--- config.mk ---
export PLATFORM = sky130hd
export DESIGN_NAME = seq_alu
export DESIGN_NICKNAME = d
export VERILOG_FILES = /design/src/rtl/alu_pkg.sv /design/src/rtl/alu_mul_iter.sv /design/src/rtl/seq_alu.sv
export SDC_FILE = /design/constraint.sdc
export NUM_CORES = 1
export LEC_CHECK = 0
export ABC_AREA = 1
export CELL_PAD_IN_SITES_DETAIL_PLACEMENT = 1
export CELL_PAD_IN_SITES_GLOBAL_PLACEMENT = 2
export CORE_MARGIN = 5
export CORE_UTILIZATION = 30
export DETAILED_ROUTE_END_ITERATION = 8
export PLACE_DENSITY_LB_ADDON = 0.12
export REMOVE_ABC_BUFFERS = 1
export SLEW_MARGIN = 20
export SYNTH_ARGS = -nofsm -noshare
export SYNTH_HDL_FRONTEND = slang
export SYNTH_HIERARCHICAL = 1
export SYNTH_SLANG_ARGS = --single-unit
--- constraint.sdc ---
create_clock -name clk -period 1.8 [get_ports clk]
set_input_delay 0.45 -clock clk [delete_from_list [all_inputs] [get_ports clk]]
set_output_delay 0.45 -clock clk [all_outputs]
set_load 0.05 [all_outputs]
--- src/rtl/alu_pkg.sv ---
// alu_pkg: shared definitions for the sequential ALU.
//   opcode_t - operation encodings carried on the op input
//   state_t  - control FSM states of seq_alu
//   FLAG_*   - bit positions inside the 4-bit flags output {carry, zero, negative, overflow}
package alu_pkg;

    typedef enum logic [3:0] {
        OP_ADD  = 4'd0,
        OP_ADDX = 4'd1,
        OP_SUB  = 4'd2,
        OP_ADD2 = 4'd3,
        OP_MUL  = 4'd4,
        OP_AND  = 4'd5,
        OP_SHL  = 4'd6,
        OP_LEA  = 4'd7,
        OP_OR   = 4'd8,
        OP_XOR  = 4'd9,
        OP_SHR  = 4'd10
    } opcode_t;

    typedef enum logic [1:0] {
        ST_IDLE = 2'd0,
        ST_MUL  = 2'd1,
        ST_DONE = 2'd2
    } state_t;

    localparam int FLAG_C = 3;
    localparam int FLAG_Z = 2;
    localparam int FLAG_N = 1;
    localparam int FLAG_V = 0;

endpackage

--- src/rtl/alu_mul_iter.sv ---
// alu_mul_iter: iterative shift-add multiplier, low WIDTH bits of a*b.
//   clk, rst - clock, asynchronous active-high reset
//   start    - load operands (also performs the first multiplier bit)
//   a, b     - multiplicand, multiplier
//   done     - product valid (high for one cycle, WIDTH cycles after start)
//   product  - low WIDTH bits of a*b
module alu_mul_iter #(
    parameter int WIDTH = 16
) (
    input  logic             clk,
    input  logic             rst,
    input  logic             start,
    input  logic [WIDTH-1:0] a,
    input  logic [WIDTH-1:0] b,
    output logic             done,
    output logic [WIDTH-1:0] product
);

    localparam int CW = $clog2(WIDTH) + 1;

    logic [WIDTH-1:0] acc_reg;
    logic [WIDTH-1:0] mcand_reg;
    logic [WIDTH-1:0] mplier_reg;
    logic [CW-1:0]    count_reg;
    logic             busy_reg;

    // Bit 0 of the multiplier is consumed while loading, so the remaining
    // WIDTH-1 bits take WIDTH-1 further cycles: WIDTH cycles in total.
    always_ff @(posedge clk or posedge rst) begin
        if (rst) begin
            acc_reg    <= '0;
            mcand_reg  <= '0;
            mplier_reg <= '0;
            count_reg  <= '0;
            busy_reg   <= 1'b0;
        end else if (start) begin
            acc_reg    <= b[0] ? a : '0;
            mcand_reg  <= a << 1;
            mplier_reg <= b >> 1;
            count_reg  <= CW'(WIDTH - 1);
            busy_reg   <= 1'b1;
        end else if (busy_reg) begin
            if (count_reg == '0) begin
                busy_reg <= 1'b0;
            end else begin
                if (mplier_reg[0]) begin
                    acc_reg <= acc_reg + mcand_reg;
                end
                mcand_reg  <= mcand_reg << 1;
                mplier_reg <= mplier_reg >> 1;
                count_reg  <= count_reg - CW'(1);
            end
        end
    end

    assign done    = busy_reg && (count_reg == '0);
    assign product = acc_reg;

endmodule

--- src/rtl/seq_alu.sv ---
// seq_alu: valid/ready ALU with single-cycle ops and an iterative multiply.
//   clk, rst             - clock, asynchronous active-high reset
//   in_valid / in_ready  - request handshake; a, b, ba, op captured on accept
//   out_valid / out_ready- result handshake
//   result, flags, err   - registered result, {carry, zero, negative, overflow}, illegal-op marker
module seq_alu #(
    parameter int WIDTH = 16,
    parameter int OPW   = 4
) (
    input  logic             clk,
    input  logic             rst,
    input  logic             in_valid,
    output logic             in_ready,
    input  logic [WIDTH-1:0] a,
    input  logic [WIDTH-1:0] b,
    input  logic             ba,
    input  logic [OPW-1:0]   op,
    output logic             out_valid,
    input  logic             out_ready,
    output logic [WIDTH-1:0] result,
    output logic [3:0]       flags,
    output logic             err
);

    import alu_pkg::*;

    localparam logic [WIDTH-1:0] SHIFT_LIMIT = WIDTH'(WIDTH);

    state_t           state_reg, state_next;
    logic             accept;
    logic             is_mul;
    logic             op_high_clear;
    opcode_t          opcode;
    logic             mul_done;
    logic [WIDTH-1:0] mul_product;
    logic [3:0]       mul_flags;

    logic [WIDTH-1:0] result_reg;
    logic [3:0]       flags_reg;
    logic             err_reg;

    // Add-class datapath: WIDTH+2 bits so ADDX/LEA (a + ba + 2b) never wrap.
    logic [WIDTH+1:0] a_ext, b_ext, nb_ext, b2_ext, ba_ext, one_ext;
    logic [WIDTH+1:0] sum_ext;
    logic             unused_sum_msb;
    logic [WIDTH-1:0] alu_res;
    logic [3:0]       alu_flags;
    logic             alu_c, alu_v, alu_err;

    // Opcodes wider than 4 bits are only legal when the upper bits are zero.
    assign op_high_clear = ((op >> 4) == '0);
    assign opcode        = opcode_t'(op[3:0]);
    assign is_mul        = op_high_clear && (opcode == OP_MUL);

    assign in_ready  = (state_reg == ST_IDLE) || ((state_reg == ST_DONE) && out_ready);
    assign accept    = in_valid && in_ready;
    assign out_valid = (state_reg == ST_DONE);

    assign a_ext   = {2'b00, a};
    assign b_ext   = {2'b00, b};
    assign nb_ext  = {2'b00, ~b};
    assign b2_ext  = {1'b0, b, 1'b0};
    assign ba_ext  = {{(WIDTH+1){1'b0}}, ba};
    assign one_ext = {{(WIDTH+1){1'b0}}, 1'b1};
    assign unused_sum_msb = sum_ext[WIDTH+1];

    always_comb begin
        sum_ext = '0;
        alu_res = '0;
        alu_c   = 1'b0;
        alu_v   = 1'b0;
        alu_err = 1'b0;
        if (!op_high_clear) begin
            alu_err = 1'b1;
        end else begin
            case (opcode)
                OP_ADD: begin
                    sum_ext = a_ext + b_ext;
                    alu_res = sum_ext[WIDTH-1:0];
                    alu_c   = sum_ext[WIDTH];
                    alu_v   = (a[WIDTH-1] == b[WIDTH-1]) && (alu_res[WIDTH-1] != a[WIDTH-1]);
                end
                OP_ADDX: begin
                    sum_ext = a_ext + ba_ext + b2_ext;
                    alu_res = sum_ext[WIDTH-1:0];
                    alu_c   = sum_ext[WIDTH];
                end
                OP_SUB: begin
                    // Carry is "no borrow": bit WIDTH of a + ~b + 1.
                    sum_ext = a_ext + nb_ext + one_ext;
                    alu_res = sum_ext[WIDTH-1:0];
                    alu_c   = sum_ext[WIDTH];
                    alu_v   = (a[WIDTH-1] != b[WIDTH-1]) && (alu_res[WIDTH-1] != a[WIDTH-1]);
                end
                OP_ADD2: begin
                    sum_ext = a_ext + b2_ext;
                    alu_res = sum_ext[WIDTH-1:0];
                    alu_c   = sum_ext[WIDTH];
                end
                OP_LEA: begin
                    sum_ext = ba_ext + b2_ext;
                    alu_res = sum_ext[WIDTH-1:0];
                    alu_c   = sum_ext[WIDTH];
                end
                OP_MUL: alu_res = '0;
                OP_AND: alu_res = a & b;
                OP_OR:  alu_res = a | b;
                OP_XOR: alu_res = a ^ b;
                OP_SHL: alu_res = (b >= SHIFT_LIMIT) ? '0 : (a << b);
                OP_SHR: alu_res = (b >= SHIFT_LIMIT) ? '0 : (a >> b);
                default: alu_err = 1'b1;
            endcase
        end
    end

    always_comb begin
        alu_flags = '0;
        if (!alu_err) begin
            alu_flags[FLAG_C] = alu_c;
            alu_flags[FLAG_Z] = (alu_res == '0);
            alu_flags[FLAG_N] = alu_res[WIDTH-1];
            alu_flags[FLAG_V] = alu_v;
        end
    end

    always_comb begin
        mul_flags         = '0;
        mul_flags[FLAG_Z] = (mul_product == '0);
        mul_flags[FLAG_N] = mul_product[WIDTH-1];
    end

    alu_mul_iter #(
        .WIDTH (WIDTH)
    ) u_mul (
        .clk     (clk),
        .rst     (rst),
        .start   (accept && is_mul),
        .a       (a),
        .b       (b),
        .done    (mul_done),
        .product (mul_product)
    );

    always_ff @(posedge clk or posedge rst) begin
        if (rst) begin
            state_reg <= ST_IDLE;
        end else begin
            state_reg <= state_next;
        end
    end

    always_comb begin
        state_next = state_reg;
        case (state_reg)
            ST_IDLE: begin
                if (accept) state_next = is_mul ? ST_MUL : ST_DONE;
            end
            ST_MUL: begin
                if (mul_done) state_next = ST_DONE;
            end
            ST_DONE: begin
                if (accept)         state_next = is_mul ? ST_MUL : ST_DONE;
                else if (out_ready) state_next = ST_IDLE;
            end
            default: state_next = ST_IDLE;
        endcase
    end

    // Single-cycle ops load at the accept edge; a multiply loads when the
    // iterative unit finishes.
    always_ff @(posedge clk or posedge rst) begin
        if (rst) begin
            result_reg <= '0;
            flags_reg  <= '0;
            err_reg    <= 1'b0;
        end else if (accept && !is_mul) begin
            result_reg <= alu_res;
            flags_reg  <= alu_flags;
            err_reg    <= alu_err;
        end else if ((state_reg == ST_MUL) && mul_done) begin
            result_reg <= mul_product;
            flags_reg  <= mul_flags;
            err_reg    <= 1'b0;
        end
    end

    assign result = result_reg;
    assign flags  = flags_reg;
    assign err    = err_reg;

endmodule

Word level (Yosys, flattened, before mapping)
Cells that the tools add are included.
{"block": "word_totals", "output_inout_bits": 23, "register_bits": 77}
{"block": "op_classes", "order_cmp": 1, "eq_ne": 20, "muxes": 36, "add_sub_neg": 9, "shifts": 2, "bitwise": 4, "reduce_logical": 22}
{"op": "$mux 16", "n": 15}
{"op": "$pmux 16 s10", "n": 1}
{"op": "$add 16x16->17", "n": 2}
{"op": "$logic_not 16->1", "n": 2}
{"op": "$add 1x17->17", "n": 1}
{"op": "$add 16x1->17", "n": 1}
{"op": "$add 16x17->17", "n": 1}
{"op": "$add 17x1->17 const B", "n": 1}
{"op": "$add 17x17->17", "n": 1}
{"op": "$add 16x16->16", "n": 1}
{"op": "$and 16x16->16", "n": 1}
{"op": "$eq 4x3->1 const B", "n": 4}
{"op": "$ge 16x5->1 const B", "n": 1}
{"op": "$not 16->16", "n": 1}
{"op": "$or 16x16->16", "n": 1}
{"op": "$shl 16x16->16", "n": 1}
{"op": "$shr 16x16->16", "n": 1}
{"op": "$xor 16x16->16", "n": 1}
{"op": "$mux 5", "n": 3}
{"op": "$eq 4x4->1 const B", "n": 3}
{"op": "$mux 4", "n": 3}
{"op": "$reduce_or 11->1", "n": 1}
{"op": "$mux 2", "n": 5}
{"op": "$eq 4x2->1 const B", "n": 2}
{"op": "other kinds (22)", "n": 40}

Depth between registers and ports, before layout
Gate-level depths: netlist (run 1).
{"block": "logic_depth", "word_depth": 8, "mapped_depth": 22}

Hierarchy
Netlist (run 1), hierarchy kept.
{"module": "seq_alu", "n_inst": 1, "cells_per_inst": 1165, "area_per_inst_um2": 6566.3}
{"module": "alu_mul_iter", "n_inst": 1, "cells_per_inst": 454, "area_per_inst_um2": 3274.4}

Worst setup path after synthesis (run 1)
No wires, ideal clock.
{"block": "synth_path", "path_kind": "input to register", "start": "input port b[2]", "end": "register flags_reg[2] (netlist: flags[2])", "stages": 20, "n_path_buf": 3, "setup_slack_ns": -1.055, "t_arrival_ns": 2.782, "cell_sequence": "clkbuf_1 -> inv_1 -> buf_2 -> ha_1 -> buf_2 -> nor2_2 -> o21ai_0 -> nand2_1 -> nand2_1 -> a21oi_1 -> nand2_1 -> nand2_1 -> nor2_1 -> nor3_1 -> nand2_1 -> nor3_1 -> nand3_1 -> nor2_1 -> nand2_1 -> a21oi_2"}
{"block": "synth_via", "elab_chain_len": 7, "elab_cells_between_ends": 19, "cone_classes": "6 x add/sub; 1 x order compare; 2 x shift; 5 x mux; 4 x bitwise; 1 x reduce/logical"}
{"element": "start, declared", "line": "seq_alu.sv:15", "source": "input logic [WIDTH-1:0] b,"}
{"element": "$not 16->16", "line": "seq_alu.sv:61", "source": "assign nb_ext = {2'b00, ~b};"}
{"element": "$add 16x16->17", "line": "seq_alu.sv:90", "source": "sum_ext = a_ext + nb_ext + one_ext;"}
{"element": "$add 17x1->17", "line": "seq_alu.sv:90"}
{"element": "$pmux 16 s10 (*)", "line": "seq_alu.sv:76", "source": "case (opcode)"}
{"element": "$logic_not 16->1 (*)", "line": "seq_alu.sv:120", "source": "alu_flags[FLAG_Z] = (alu_res == '0);"}
{"element": "$mux 4 (*)", "line": "seq_alu.sv:118", "source": "if (!alu_err) begin"}
{"element": "$mux 4 (*)", "line": "seq_alu.sv:176", "source": "end else if (accept && !is_mul) begin"}
{"element": "end signal, assigned", "line": "seq_alu.sv:178", "source": "flags_reg <= alu_flags;"}
{"element": "end signal, assigned", "line": "seq_alu.sv:182", "source": "flags_reg <= mul_flags;"}
{"element": "end, declared", "line": "seq_alu.sv:39", "source": "logic [3:0] flags_reg;"}
Mark *: on every way between the ends. The rest lies on a longest branch, timed or not.
A chain may end at the register's enable or synchronous reset.

Worst setup path in the final report (run 1)
{"block": "layout_path", "start": "input port b[0]", "end": "register flags_reg[2] (netlist: flags[2])"}
Same word-level chain as after synthesis.

==> flow_metrics.env, run 1 <==
export IMPL_clk_pin_slew_worst_paths_ps=70
export IMPL_path_buf_inv=3
export IMPL_synthCells=1619
export IMPL_arrival_ps=2830
export IMPL_timing_final_ws_setup_ps=-739
export IMPL_clk_latency_ps=360
export IMPL_rsz0062_at_grt="yes"
export IMPL_fp_row_count=66
export IMPL_viasPerCell=5.44
export IMPL_hold_class="input port to asynchronous set/reset pin"
export IMPL_antenna_found_initial=0
export IMPL_cts_sinks=75
export IMPL_violations="setup timing"
export IMPL_tightest_slew_ps=611
export IMPL_synth_most_common_cell="nand2_1"
export IMPL_ys_seq_area_frac=0.191
export IMPL_synth_top_area_frac=0.191
export IMPL_yosys_warnings=6
export IMPL_routedWlPerCell_um=24.5
export IMPL_die_area_um2=36500
export IMPL_status="finished with violations"
export IMPL_finalMaxSlewViolations=0
export IMPL_grt_pass1_wl_um=88200
export IMPL_relSlewSlack=0.592
export IMPL_ios=64
export IMPL_slowest_stage="fa_2"
export IMPL_path_max_fanout=4
export IMPL_syn_avg_cell_area_um2=6.08
export IMPL_cts_htree_levels=3
export IMPL_setup_tns_ps=-20390
export IMPL_required_ps=2090
export IMPL_die_y_um=191
export IMPL_numCtsBuffers=9
export IMPL_grt_overflow=0
export IMPL_grt_max_degree=39
export IMPL_chipWidth_um=191
export IMPL_netlist_top_cell_by_area="dfrtp_1"
export IMPL_first_global_vias=14935
export IMPL_remaining_drc_errors=0
export IMPL_dr_wl_met3_um=2670
export IMPL_cp_end_kind="register"
export IMPL_cts_root_buf="clkbuf_16"
export IMPL_io_buffers=63
export IMPL_ys_top_cells_by_area="dfrtp_1 (19%), nand2_1 (15%), ha_1 (10%)"
export IMPL_vias=14294
export IMPL_hold_buffers=0
export IMPL_cpMostUsedCell="nand3_2"
export IMPL_met1_length_um=25600
export IMPL_fmax_mhz=394
export IMPL_ir_drop_mv=0.660
export IMPL_fin_cells=2626
export IMPL_synth_edff_count=0
export IMPL_critPathTopFamily="simple AND/OR/NAND/NOR gates"
export IMPL_synth_common_cells="nand2_1 (389), inv_1 (209), nand3_1 (186)"
export IMPL_cts_tree="done"
export IMPL_setup_violations=72
export IMPL_drive_above_1_share=0.563
export IMPL_fin_crit_sh=1.41
export IMPL_cellLeakagePower_uw=0.00904
export IMPL_yosysUniqueCellTypes=63
export IMPL_crit_chain="buf_12 -> ha_4 -> inv_2 -> fa_2 -> nand2_4 -> inv_2 -> o21ai_4 -> nand2_1 -> nand3_2 -> a21oi_1 -> o21ai_1 -> nand3_2 -> a21oi_2 -> nand2_2 -> nor2_4 -> nand3_2 -> nor2_1 -> nand2_1 -> a21oi_2"
export IMPL_firstDrtPassIters=5
export IMPL_wl_met2_um=32400
export IMPL_dp_cells=2483
export IMPL_critPathLaunchType="input port"
export IMPL_initial_utilization=0.303
export IMPL_pwr_density_cell_nw_per_um2=863
export IMPL_ant_nets=0
export IMPL_cts_buffer_depth=2
export IMPL_yosys_register_bits=75
export IMPL_diodes=0
export IMPL_drv_cap=0
export IMPL_period_needed_ps=2540
export IMPL_top_layer_used="met4"
export IMPL_max_stage_delay_ps=420
export IMPL_hold_violations=0
export IMPL_ys_async_sr_fraction=1.00
export IMPL_syn2layout_area_growth_pct=95.9
export IMPL_gp_congestion=0.946
export IMPL_netlist_area_um2=9840
export IMPL_grt_usage=0.315
export IMPL_post_dp_hpwl_um=44400
export IMPL_path_class="input port to register"
export IMPL_synth_flop_cell="dfrtp_1"
export IMPL_drtIter0Drc=842
export IMPL_nets=2306
export IMPL_core_area_um2=32500
export IMPL_finalWirelength_um=64200
export IMPL_clock_skew_ps=10.1
[final timing paths]
| kind | start | endpoint | slack (ps) | cells past startpoint |
|---|---|---|---|---|
| max in group asynchronous | rst | u_mul/mplier_reg[5] | 890 | 3 |
| min in group clk | err | err | 490 | 2 |
| worst min register to register | err | err | 490 | 2 |
| worst max-delay path | b[0] | flags[2] | -740 | 19 |
| worst max register to register | state_reg[1] | flags[2] | -240 | 12 |
| worst min-delay path | rst | state_reg[0] | 340 | 2 |
[layout by cell type (no fill, tap or decap), drive strengths merged, types with 7 or more instances in the layout]
| cell | n |
|---|---|
| o22ai | 17 |
| o21ai | 121 |
| a221oi | 7 |
| ha | 80 |
| nand4 | 28 |
| nor3 | 25 |
| nor4 | 8 |
| or2 | 7 |
| o211ai | 16 |
| a31oi | 14 |
| buf | 599 |
| nand3 | 191 |
| a22oi | 8 |
| nor2 | 169 |
| clkbuf | 18 |
| nand2 | 397 |
| dfrtp | 75 |
| a21oi | 125 |
| inv | 217 |
[through the flow]
stage                     cell area (µm²)  total power, µW  utilization  worst slack (ps)  hold WS [ps]
after CTS                           17400            14500        0.537              -732           333
final                               19300            16600        0.594              -739           344
after floorplan                      9510             7330            -             -3360           452
after detailed placement            14000            11100        0.432             -1900           484
after global placement              14000            10900        0.432             -1870           480
after global routing                19300            17500        0.594              -849           361
[power by group]
part           total [µW]  internal (µW)  switching (µW)  leakage, µW
combinational       11600           4740            6850      0.00796
clock                2060           1280             779     0.000162
sequential           2970           2330             645     0.000911
[layout make-up]
type	count	area [µm²]
Timing Repair Buffer	611	5680
Clock buffer	11	253
Tap cell	442	553
Fill cell	3916	13200
Sequential cell	75	1880
Clock inverter	4	73.8
Inverter	221	886
Multi-Input combinational cell	1262	9950
[repair_timing]
| item | CTS | global route |
|---|---|---|
| pin swaps | 179 | 189 |
| setup endpoints to repair | 75 | 74 |
| gates resized for setup | 738 | 412 |
| setup buffers | 84 | 57 |
| gates cloned | 9 | 7 |
[metal layers]
metal / GRT usage / vias to the layer above
met5: 0 / -
met3: 0.0451 / 172
met4: 0.153 / 0
li1: - / 6553
met2: 0.556 / 394
met1: 0.376 / 7175
[cell families after synthesis]
logic type                 synth area share
and+or+nand+nor                       0.374
AOI/OAI and AO/OA                     0.202
adders and majority gates             0.112
buffers and inverters                 0.118
xor gates and xnor gates            0.00445
DFF                                   0.191
Power figures use the tool's default switching activity.
==> run 2, diff against run 1 <==
--- a/config.mk
+++ b/config.mk
@@ -8,10 +8,10 @@
 export ABC_AREA = 1
 export CELL_PAD_IN_SITES_DETAIL_PLACEMENT = 1
 export CELL_PAD_IN_SITES_GLOBAL_PLACEMENT = 2
-export CORE_MARGIN = 5
 export CORE_UTILIZATION = 30
 export DETAILED_ROUTE_END_ITERATION = 8
 export PLACE_DENSITY_LB_ADDON = 0.12
+export RECOVER_POWER = 100
 export REMOVE_ABC_BUFFERS = 1
 export SLEW_MARGIN = 20
 export SYNTH_ARGS = -nofsm -noshare
==> run 2 against run 1 <==
The run still ends with setup timing left. Sequential power decreased by 1%. Critical path type unchanged. Worst hold slack improved by 150 ps. Core utilization decreased by 0.19 points. Cell area decreased by 2.1%. Sequential cell count unchanged. Via count increased by 0.20%. Clock-buffer cell count increased by 2. Routed wire length decreased by 3.0%.
==> flow_metrics.env, run 2 (same netlist as run 1, synthesis figures left out) <==
export IMPL_period_needed_ps=2520
export IMPL_clk_pin_slew_worst_paths_ps=60
export IMPL_finalWirelength_um=62300
export IMPL_timing_hold_ws_ps=492
export IMPL_slowest_stage="ha_2"
export IMPL_final_cell_mix="buf_4 (403), nand2_1 (308), inv_1 (163), buf_6 (93), nor2_1 (89)"
export IMPL_grt_overflow=0
export IMPL_die_area_um2=33500
export IMPL_ir_drop_mv=0.558
export IMPL_cellLeakagePower_uw=0.00887
export IMPL_final_common_cell="buf_4"
export IMPL_firstDrtPassIters=5
export IMPL_tightest_slew_ps=676
export IMPL_setup_violations=76
export IMPL_first_global_vias=15134
export IMPL_cp_end_kind="register"
export IMPL_cts_root_buf="clkbuf_16"
export IMPL_hold_buffers=0
export IMPL_initial_utilization=0.309
export IMPL_io_buffers=63
export IMPL_cts_sinks=75
export IMPL_drv_cap=0
export IMPL_cts_buffer_depth=2
export IMPL_hold_class="register to register"
export IMPL_cts_tree="done"
export IMPL_post_dp_hpwl_um=43600
export IMPL_pwr_density_cell_nw_per_um2=869
export IMPL_cpMostUsedCell="nand2_1"
export IMPL_max_stage_delay_ps=210
export IMPL_viasPerCell=5.51
export IMPL_chipWidth_um=183
export IMPL_status="finished with violations"
export IMPL_diodes=0
export IMPL_multi_input_area_um2=9870
export IMPL_numCtsBuffers=9
export IMPL_cts_htree_levels=3
export IMPL_remaining_drc_errors=0
export IMPL_die_y_um=183
export IMPL_register_area_um2=1880
export IMPL_arrival_ps=2750
export IMPL_rsz0062_at_grt="yes"
export IMPL_grt_usage=0.347
export IMPL_fp_row_count=65
export IMPL_grt_max_degree=36
export IMPL_nets=2287
export IMPL_fmax_mhz=397
export IMPL_crit_chain="buf_6 -> buf_6 -> buf_4 -> ha_2 -> a21oi_4 -> nand2_2 -> a21oi_4 -> o21ai_4 -> nand2_1 -> nand2_1 -> nand3_2 -> nand2_1 -> o21ai_1 -> nor2_1 -> nor2_2 -> buf_4 -> nand2_1 -> a22oi_1 -> inv_1"
export IMPL_path_max_fanout=4
export IMPL_clk_latency_ps=350
export IMPL_path_class="input port to register"
export IMPL_relSlewSlack=0.549
export IMPL_critPathLaunchType="input port"
export IMPL_power_uw=16400
export IMPL_ios=64
export IMPL_drive_above_1_share=0.541
export IMPL_finalMaxSlewViolations=0
export IMPL_hold_violations=0
export IMPL_vias=14322
export IMPL_drtIter0Drc=953
export IMPL_violations="setup timing"
export IMPL_required_ps=2030
export IMPL_antenna_found_initial=0
export IMPL_timing_final_ws_setup_ps=-718
export IMPL_gp_congestion=0.940
export IMPL_nFillCells=3889
export IMPL_clock_skew_ps=6.93
export IMPL_ant_nets=0
export IMPL_grt_pass1_wl_um=88500
export IMPL_fin_crit_sh=1.40
export IMPL_routedWlPerCell_um=23.9
export IMPL_core_area_um2=31900
export IMPL_syn2layout_area_growth_pct=91.8
[run 2: cell types whose count changed in the layout (fill, tap and decap cells not counted), sizes merged]
cell and delta:
buf -46, bufinv -1, clkbuf +27, clkdlybuf4s15 +2
clkdlybuf4s50 -1, clkinv -2, clkinvlp +2, dlygate4sd3 +1
inv -1
[run 2: path summary, 6_finish.rpt]
path	start	to	slack, ps	depth (start not counted)
max in group asynchronous	rst	u_mul/mplier_reg[12]	210	3
setup / recovery	b[2]	result[13]	-720	19
hold reg to reg	result[15]	result[15]	490	2
hold / removal	result[15]	result[15]	490	2
min in group asynchronous	rst	u_mul/mcand_reg[7]	620	2
setup reg to reg	state_reg[1]	u_mul/mplier_reg[13]	-240	12
[run 2: cell type report]
cell class | count | share of cell area
clock inverters | 2 | 0.00199
flip-flops and latches | 75 | 0.0994
clock buffers | 13 | 0.0127
multi-input cells | 1262 | 0.523
repair buffers | 592 | 0.288
inverters | 221 | 0.0467
well taps | 435 | 0.0288
[run 2: repair_timing]
action | in CTS | in global routing
gates resized for setup | 731 | 328
setup endpoints to repair | 75 | 72
cloned | 8 | 6
buffers inserted | 76 | 42
hold endpoints to repair | 0 | 0
pin swaps | 248 | 148
[run 2: through the flow]
step                      setup TNS, ps  utilization  worst slack, ps  instance area [µm²]  instances
after detailed placement         -75450        0.441            -1910                14000       2479
after CTS                        -10640        0.545             -667                17400       2568
after global routing             -27190        0.592             -834                18900       2600
after floorplan                 -183040            -            -3360                 9510       1558
final                            -24190        0.592             -718                18900       2600
after global placement           -73190        0.441            -1820                14000       2479
[run 2: critical path: cells and delay by family]
kind | cells | cell delay, ps
AOI/OAI and AO/OA | 5 | 810
and+or+nand+nor | 8 | 720
buffers and inverters | 5 | 550
adders and majority gates | 1 | 210
[run 2: layer usage]
layer  track usage  part of all wire
met4         0.163             0.054
met3        0.0344             0.041
met2         0.625              0.51
met1         0.413              0.40
met5             0                 0
[run 2: power breakdown]
part | switching, µW | total, µW | internal, µW
sequential | 605 | 2930 | 2330
combinational | 6820 | 11700 | 4850
clock | 739 | 1810 | 1070
total | 8160 | 16400 | 8250
==> run 3, diff against run 2 <==
--- a/config.mk
+++ b/config.mk
@@ -10,6 +10,7 @@
 export CELL_PAD_IN_SITES_GLOBAL_PLACEMENT = 2
 export CORE_UTILIZATION = 30
 export DETAILED_ROUTE_END_ITERATION = 8
+export GPL_ROUTABILITY_DRIVEN = 0
 export PLACE_DENSITY_LB_ADDON = 0.12
 export RECOVER_POWER = 100
 export REMOVE_ABC_BUFFERS = 1
==> run 3 against run 2 <==
The flow still finishes with violations (setup timing). Maximum frequency increased by 0.25%. Final cell count decreased by 0.50%. First-iteration DRC count decreased by 7.7%. Via count down 1.3%. Worst hold slack worse by 3.5 ps. Critical path type unchanged. Largest cell class unchanged. Largest power group unchanged.
==> flow_metrics.env, run 3 (same netlist as run 1, synthesis figures left out) <==
export IMPL_reg2reg_depth=12
export IMPL_final_common_cell="buf_4"
export IMPL_chipWidth_um=183
export IMPL_hold_violations=0
export IMPL_hold_class="register to register"
export IMPL_fmax_mhz=398
export IMPL_tightest_slew_ps=681
export IMPL_timing_final_ws_setup_ps=-712
export IMPL_share_seq_of_total_power=0.193
export IMPL_worstHoldPathCells=2
export IMPL_cts_buffer_depth=2
export IMPL_clk_pin_slew_worst_paths_ps=60
export IMPL_post_dp_hpwl_um=42900
export IMPL_post_dp_cell_area_um2=14000
export IMPL_numCtsBuffers=9
export IMPL_arrival_ps=2790
export IMPL_routedWlPerCell_um=22.8
export IMPL_remaining_drc_errors=0
export IMPL_combinationalPowerShare=0.686
export IMPL_internal_power_uw=7890
export IMPL_required_ps=2070
export IMPL_clk_latency_ps=350
export IMPL_violations="setup timing"
export IMPL_ios=64
export IMPL_power_uw=15300
export IMPL_ant_nets=0
export IMPL_drv_cap=0
export IMPL_cts_tree="done"
export IMPL_finalMaxSlewViolations=0
export IMPL_regToRegSetupSlack_ps=-310
export IMPL_relSlewSlack=0.546
export IMPL_io_buffers=63
export IMPL_stdcell_area_um2=18000
export IMPL_first_global_vias=14900
export IMPL_die_area_um2=33500
export IMPL_path_max_fanout=5
export IMPL_syn2layout_area_growth_pct=82.7
export IMPL_p_sw_frac=0.483
export IMPL_rsz0062_at_grt="yes"
export IMPL_holdPathEnd="flags[1]"
export IMPL_cts_root_buf="clkbuf_16"
export IMPL_cp_end_kind="register"
export IMPL_initial_utilization=0.309
export IMPL_fin_crit_sh=1.40
export IMPL_utilization=0.564
export IMPL_firstDrtPassIters=5
export IMPL_status="finished with violations"
export IMPL_setup_violations=47
export IMPL_diodes=0
export IMPL_cts_htree_levels=3
export IMPL_switchingPower_uw=7380
export IMPL_vias=14133
export IMPL_hold_buffers=0
export IMPL_drive_above_1_share=0.510
export IMPL_critPathLaunchType="input port"
export IMPL_clkPwrFrac=0.121
export IMPL_drtIter0Drc=880
export IMPL_core_area_um2=31900
export IMPL_viasPerCell=5.46
export IMPL_fp_row_count=65
export IMPL_grt_max_degree=36
export IMPL_finalWirelength_um=58900
export IMPL_worstReg2RegEnd="flags[2]"
export IMPL_cts_sinks=75
export IMPL_pwr_density_cell_nw_per_um2=849
export IMPL_grt_overflow=0
export IMPL_setup_tns_ps=-13250
export IMPL_antenna_found_initial=0
export IMPL_cellLeakagePower_uw=0.00855
export IMPL_holdCritStartpoint="flags[1]"
export IMPL_path_class="input port to register"
export IMPL_r2r_start="state_reg[1]"
export IMPL_die_y_um=183
export IMPL_nets=2274
export IMPL_grt_usage=0.336
export IMPL_final_cell_mix="buf_4 (425), nand2_1 (303), inv_1 (165), nand3_1 (115), nor2_1 (92)"
export IMPL_period_needed_ps=2510
export IMPL_grt_pass1_wl_um=85400
export IMPL_ir_drop_mv=0.553
export IMPL_clock_skew_ps=8.67
[run 3: cell count changes in the layout (fill, tap and decap cells not counted), sizes merged]
cell / delta
buf: -9
clkbuf: -4
clkinvlp: -2
dlymetal6s2s: +1
clkinv: +1
dlygate4sd2: -1
inv: +1
[run 3: power by group through the flow]
stage | Clock, µW | Combinational [µW] | Sequential [µW]
CTS | 1880 | 9430 | 2820
global placement | 0 | 8090 | 2800
finish | 1850 | 10500 | 2940
global route | 1940 | 11300 | 3010
detailed placement | 0 | 8330 | 2820
floorplan | 0 | 4150 | 3180
[run 3: worst max path at each step]
| stage | slack (ps) | depth (start not counted) | start | end |
|---|---|---|---|---|
| after floorplan | -3360 | 10 | out_ready | u_mul/product[1] |
| after CTS | -680 | 21 | b[6] | flags[2] |
| final | -710 | 20 | a[8] | flags[2] |
| after global placement | -1760 | 19 | a[1] | flags[2] |
| after global routing | -830 | 20 | b[10] | flags[2] |
| after detailed placement | -1830 | 19 | a[1] | flags[2] |
[run 3: cell type report]
type / count / area (µm²)
clock inverter: 2 / 35.0
inverter: 221 / 872
tap: 435 / 544
sequential: 75 / 1880
clock buffer: 13 / 260
fill: 3978 / 13900
timing repair buffer: 579 / 5040
multi-input combinational: 1262 / 9350
[run 3: layer usage]
| metal | wire [µm] | track usage | vias up |
|---|---|---|---|
| li1 | - | - | 6466 |
| met1 | 23200 | 0.389 | 7033 |
| met2 | 29600 | 0.604 | 443 |
| met3 | 2610 | 0.0486 | 191 |
| met4 | 3470 | 0.162 | 0 |
| met5 | 0 | 0 | - |
[run 3: repair_timing]
action                                 in CTS  in global routing
cloned                                      3                  2
pin swaps                                 185                158
setup endpoints to repair                  75                 63
resized for setup                         666                244
endpoints found under the hold margin       0                  0
buffers inserted                           75                 29
[run 3: worst max-delay path, stage by stage]
cell     delay [ps]
buf_4           150
ha_4            240
buf_6           140
nand2_4          80
nor2_2           40
buf_4           120
buf_4           140
nand3_1         100
nand3_2         110
nor2_1          140
nor2_1           70
nand2_1          80
nand3_2         140
nor2_2          140
nand2_1          60
nor2_2          120
nand4_1         150
nor2_4          140
nand2_2          60
a21oi_2         110
[run 3: metrics by stage]
| step | hold slack [ps] | instances | setup WS, ps |
|---|---|---|---|
| finish | 488 | 2587 | -712 |
| floorplan | 452 | 1558 | -3360 |
| CTS | 436 | 2559 | -678 |
| global route | 522 | 2587 | -833 |
| global placement | 479 | 2476 | -1760 |
| detailed placement | 473 | 2476 | -1830 |
